### src/rtl/uart_cmd_controller.sv
// Assembles HEADER/CMD/DATA/CHK frames from the UART byte stream and applies them to the config registers.
// Outputs update two edges after the CHK strobe; no input backpressure (a byte is accepted on every cycle).
module uart_cmd_controller #(
  parameter logic [7:0] HEADER         = 8'hA5,
  parameter int         SP_MIN         = 10,
  parameter int         SP_MAX         = 50,
  parameter int         SP_RESET       = 25,
  parameter int         HYST_RESET     = 2,
  parameter int         TIMEOUT_CYCLES = 1_000_000
) (
  input  logic       clk,
  input  logic       reset,
  input  logic [7:0] rx_data,
  input  logic       rx_valid,
  output logic [7:0] setpoint,
  output logic [3:0] hysteresis,
  output logic [1:0] mode,
  output logic       cfg_update,
  output logic       err_pulse,
  output logic [1:0] err_code,
  output logic       busy
);

  localparam logic [7:0]  SP_LO   = 8'(SP_MIN);
  localparam logic [7:0]  SP_HI   = 8'(SP_MAX);
  localparam logic [23:0] TO_LAST = 24'(TIMEOUT_CYCLES - 1);

  typedef enum logic [2:0] {IDLE, GET_CMD, GET_DATA, GET_CHK, APPLY} state_t;

  state_t      state_q, state_d;
  logic [7:0]  cmd_q, cmd_d, data_q, data_d, chk_q, chk_d;
  logic [23:0] cnt_q, cnt_d;
  logic [7:0]  sp_d;
  logic [3:0]  hy_d;
  logic [1:0]  md_d, ec_d;
  logic        cfg_d, err_d;
  logic [7:0]  sum;
  logic        cmd_ok;

  assign sum = HEADER + cmd_q + data_q;

  always_comb begin
    cmd_ok = 1'b0;
    case (cmd_q)
      8'h01:   cmd_ok = (data_q >= SP_LO) && (data_q <= SP_HI);
      8'h02:   cmd_ok = (data_q <= 8'd15);
      8'h03:   cmd_ok = (data_q <= 8'd2);
      default: cmd_ok = 1'b0;
    endcase
  end

  always_comb begin
    state_d = state_q;
    cmd_d   = cmd_q;
    data_d  = data_q;
    chk_d   = chk_q;
    cnt_d   = '0;
    sp_d    = setpoint;
    hy_d    = hysteresis;
    md_d    = mode;
    ec_d    = err_code;
    cfg_d   = 1'b0;
    err_d   = 1'b0;
    case (state_q)
      IDLE, APPLY: begin
        if (state_q == APPLY) begin
          // Checksum takes priority over command legality.
          if (sum != chk_q) begin
            err_d = 1'b1;
            ec_d  = 2'd1;
          end else if (!cmd_ok) begin
            err_d = 1'b1;
            ec_d  = 2'd3;
          end else begin
            cfg_d = 1'b1;
            case (cmd_q)
              8'h01:   sp_d = data_q;
              8'h02:   hy_d = data_q[3:0];
              default: md_d = data_q[1:0];
            endcase
          end
        end
        state_d = (rx_valid && rx_data == HEADER) ? GET_CMD : IDLE;
      end
      GET_CMD, GET_DATA, GET_CHK: begin
        // A byte arriving on the timeout cycle still wins.
        if (rx_valid) begin
          case (state_q)
            GET_CMD:  begin cmd_d  = rx_data; state_d = GET_DATA; end
            GET_DATA: begin data_d = rx_data; state_d = GET_CHK;  end
            default:  begin chk_d  = rx_data; state_d = APPLY;    end
          endcase
        end else if (cnt_q == TO_LAST) begin
          state_d = IDLE;
          err_d   = 1'b1;
          ec_d    = 2'd2;
        end else begin
          cnt_d = cnt_q + 24'd1;
        end
      end
      default: state_d = IDLE;
    endcase
  end

  always_ff @(posedge clk) begin
    if (reset) begin
      state_q    <= IDLE;
      cmd_q      <= '0;
      data_q     <= '0;
      chk_q      <= '0;
      cnt_q      <= '0;
      setpoint   <= 8'(SP_RESET);
      hysteresis <= 4'(HYST_RESET);
      mode       <= 2'd1;
      cfg_update <= 1'b0;
      err_pulse  <= 1'b0;
      err_code   <= 2'd0;
      busy       <= 1'b0;
    end else begin
      state_q    <= state_d;
      cmd_q      <= cmd_d;
      data_q     <= data_d;
      chk_q      <= chk_d;
      cnt_q      <= cnt_d;
      setpoint   <= sp_d;
      hysteresis <= hy_d;
      mode       <= md_d;
      cfg_update <= cfg_d;
      err_pulse  <= err_d;
      err_code   <= ec_d;
      busy       <= (state_d != IDLE);
    end
  end

endmodule

### config.mk
export PLATFORM = sky130hd
export DESIGN_NAME = uart_cmd_controller
export DESIGN_NICKNAME = d
export VERILOG_FILES = /design/src/rtl/uart_cmd_controller.sv
export SDC_FILE = /design/constraint.sdc
export NUM_CORES = 1
export LEC_CHECK = 0
export CAP_MARGIN = 20
export CORE_MARGIN = 2
export CORE_UTILIZATION = 52
export DETAILED_ROUTE_END_ITERATION = 7
export GPL_TIMING_DRIVEN = 0
export PLACE_DENSITY_LB_ADDON = 0.2
export SLEW_MARGIN = 25
export SYNTH_ARGS = -nofsm -noshare
export SYNTH_HDL_FRONTEND = slang
export SYNTH_SLANG_ARGS = --single-unit
### constraint.sdc
create_clock -name clk -period 3.2 [get_ports clk]
set_clock_uncertainty 0.1 [all_clocks]
set_input_delay 0.64 -clock clk [delete_from_list [all_inputs] [get_ports clk]]
set_output_delay 0.64 -clock clk [all_outputs]
set_load 0.02 [all_outputs]
==> reports/results.tsv <==
metric	value	unit
synth_area	3507	um2
top_layer_used	met4	
worstPathArrival	3.19	ns
die_h	86.13	um
portBuffers	29	
switching_share	0.2219	
dr.pass1.iters	6	
start_kind	register	
pwr-share-comb	0.022	
synth_edf_count	0	
start_util	0.5461	
r2r_cells	9	
grtUsageTotal	0.2225	
drc	0	
synth_nets	438	
yosysWarnings	0	
ys.flop_type	dfxtp_1	
p_sw	359.9	uW
cts-root-buf	clkbuf_8	
end_kind	register	
cp_slowest_cell	fa_2	
core	6422	um2
slowest_delay	0.59	ns
hold_path_class	register to register	
rsz0062_at_grt	true	
synth.top_cell.area_share	0.3996	
gp_congestion	0.8381	
worst_pin_slew	0.6566	ns
diodes	0	
required	3.33	ns
fin_hold_ws	0.3616	ns
pwr-share-clk	0.444	
fin_nets	489	
wl_met1	3824	um
drt_first_iter_violations	178	
yosysTopAreaCell	dfxtp_1	
setup_viol	0	
slew_viol_final	0	
min_to	cnt_q[0]$_SDFF_PP0_	
cts_buffers	9	
min_period	3.062	ns
cts_max_level	3	
yosysUniqueCellTypes	56	
hold_depth	1	
critPathKind	register to register	
synth_area_leaders	dfxtp_1, nand2_1, a21oi_1, ha_1, xor2_1	
areaGrowthSynthToFinish	22.51	%
wl_met3	431	um
die_w	86.13	um
dp_cells	518	
ys_seq_elements	70	
first_global_vias	2707	
power.internal	1.262	mW
status	complete, no violations	
maxCapViolations	0	
die-area	7418	um2
cts_tree	built	
slew_headroom	0.5589	
postRouteWirelength	7893	um
clock_path_buffers	2	
met2_length	3544	um
rrSetupSlack	0.14	ns
hold_violations	0	
pin_count	30	
clock_latency	0.35	ns
rows	29	
synth_cells	412	
fmax	0.3265	GHz
power_density	377.5	nW/um2
power_leakage	1.496	nW
critPathLaunch	cmd_q[1]$_SDFFE_PP0P_	
wire_per_inst	14.48	um
drtAntennaViolNets	0	
peakVddDrop	0.2393	mV
drive_gt1_frac	0.1453	
cts_sinks	70	
num_vias	3052	
syn_area_per_cell	8.512	um2
fillers	534	
fin_cells	545	
grt_overflow	0	
grt_pass1_wl	12890	um
cp_cell_sequence	ha_4, ha_4, fa_2, xor2_2, nor4_4, o2111ai_4, or4_4, nor3_2, o21ai_1	
synth_seq_area_share	0.3996	
via_per_inst	5.600	
dp_hpwl	5725	um
p_seq_frac	0.534	
antenna_found_initial	0	
min-delay-start	cnt_q[0]$_SDFF_PP0_	
cpMostUsedCell	ha_4	
r2r_end	setpoint[0]$_SDFFE_PP1P_	
cts.clk_slew.worst_paths	0.08	ns
post-route-period-util	0.9570	
r2r_start	cmd_q[1]$_SDFFE_PP0P_	
critPathMaxFanout	6	
grt_max_degree	13	
synth_async_sr_flop_share	0	
-- placed cells by master, fill, tap and decap left out, drive strengths merged, types with 2 or more instances in the layout --
cell and instances:
o21bai 2, clkinv 2, a211o 2, nand3 24
o21ai 14, xnor2 14, dfxtp 70, inv 15
and2 4, buf 12, clkbuf 24, clkdlybuf4s50 29
nor4b 3, or2 4, nand2b 3, mux2i 2
a31oi 3, clkinvlp 2, or4 5, nand2 65
a221oi 2, nor3 9, nor2b 3, ha 14
o31ai 2, nor4 6, nor2 38, and3 9
a21oi 41, xor2 18, or3 3, o2111ai 2
nand4 4, a211oi 3, and4 2
-- state kept, by name, indices dropped and copies added, names as in the netlist --
signal / count
chk_q: 8
state_q: 3
data_q: 8
err_code: 2
busy: 1
cnt_q: 24
setpoint: 8
cmd_q: 8
hysteresis: 4
err_pulse: 1
cfg_update: 1
mode: 2
-- critical path: cells and delay by family (launching register included) --
| kind | cells | cell delay [ns] |
|---|---|---|
| compound gates | 2 | 0.29 |
| xor+xnor | 1 | 0.08 |
| fa+ha+maj | 3 | 1.00 |
| flops | 1 | 0.37 |
| simple gates | 3 | 1.09 |
-- stage by stage --
| step | instance area (um2) | power (mW) | util | worst slack, ns | setup TNS (ns) |
|---|---|---|---|---|---|
| 2_1_floorplan | 3507 | 0.9024 | - | 0.1278 | 0 |
| 3_5_place_dp | 3894 | 0.9254 | 0.6063 | -0.2693 | -2.700 |
| 6_report | 4297 | 1.622 | 0.6690 | 0.1376 | 0 |
| 5_1_grt | 4297 | 1.676 | 0.6690 | -0.03846 | -0.03846 |
| 4_1_cts | 4145 | 1.639 | 0.6454 | 0.03003 | 0 |
| 3_3_place_gp | 3894 | 0.9251 | 0.6063 | -0.2600 | -2.581 |
-- worst max-delay path by stage --
stage,endpoint,slack [ns],cells past startpoint
finish,setpoint[0]$_SDFFE_PP1P_,0.14,9
global route,setpoint[0]$_SDFFE_PP1P_,-0.04,10
CTS,setpoint[6]$_SDFFE_PP0P_,0.03,8
detailed placement,setpoint[1]$_SDFFE_PP0P_,-0.27,9
global placement,setpoint[1]$_SDFFE_PP0P_,-0.26,9
floorplan,setpoint[1]$_SDFFE_PP0P_,0.13,9
-- layout make-up --
type	count	area, um2	share of cell area
Clock buffer	11	141.4	0.03291
Inverter	15	58.81	0.01369
Clock inverter	5	58.81	0.01369
Sequential cell	70	1421	0.3308
Buffer	14	52.55	0.01223
Tap cell	77	96.34	0.02242
Timing Repair Buffer	40	376.6	0.08765
Multi-Input combinational cell	313	2091	0.4866
-- metal layers --
layer,global-route usage,up-vias
met1,0.3083,1429
met4,0.06494,0
met2,0.3432,75
li1,-,1538
met3,0.05582,10
met5,0,-
-- repair_timing --
| action | 4_1_cts | 5_1_grt |
|---|---|---|
| endpoints found under the setup margin | 13 | 12 |
| pin swaps | 2 | 11 |
| setup buffers | 3 | 8 |
| hold buffers | 0 | 0 |
| resized for setup | 8 | 22 |
-- synthesized netlist by cell type, types with 2 or more instances --
library cell	count
or2_2	3
xor2_1	18
ha_1	14
a211oi_2	3
and3_1	9
nor4_1	3
or3_1	2
nor2b_1	3
nand3_1	24
o21bai_1	2
a21oi_1	40
nor3_1	5
nor2_1	37
nand2b_1	2
inv_1	15
or4_4	3
and4_1	2
a221oi_1	2
clkbuf_1	13
a31oi_1	3
o21ai_1	13
nor3_2	4
nand2_1	65
nor4b_1	3
a211o_1	2
and2_1	3
o31ai_1	2
or4_1	2
xnor2_1	14
nor4_2	2
dfxtp_1	70
mux2i_1	2
nand4_1	4
-- power by group through the flow --
stage                     logic [mW]  clock network (mW)  registers (mW)
after floorplan               0.0116                   0           0.891
after global placement        0.0343                   0           0.891
after detailed placement      0.0347                   0           0.891
after CTS                     0.0347               0.734           0.870
after global routing          0.0383               0.772           0.866
final                         0.0355               0.720           0.866
-- cells by family (layout without fill, tap and decap cells) --
kind of cell             Yosys count  after routing  share of synthesized area
AO/OA/AOI/OAI                     76             76                     0.1409
XOR/XNOR                          33             33                    0.08669
flip-flops                        70             70                     0.3996
buffers and inverters             29             85                    0.03104
AND/OR/NAND/NOR                  187            187                     0.2804
multiplexers                       2              2                   0.005708
adder cells (fa/ha/maj)           15             15                    0.05566
Power figures use the tool's default switching activity.
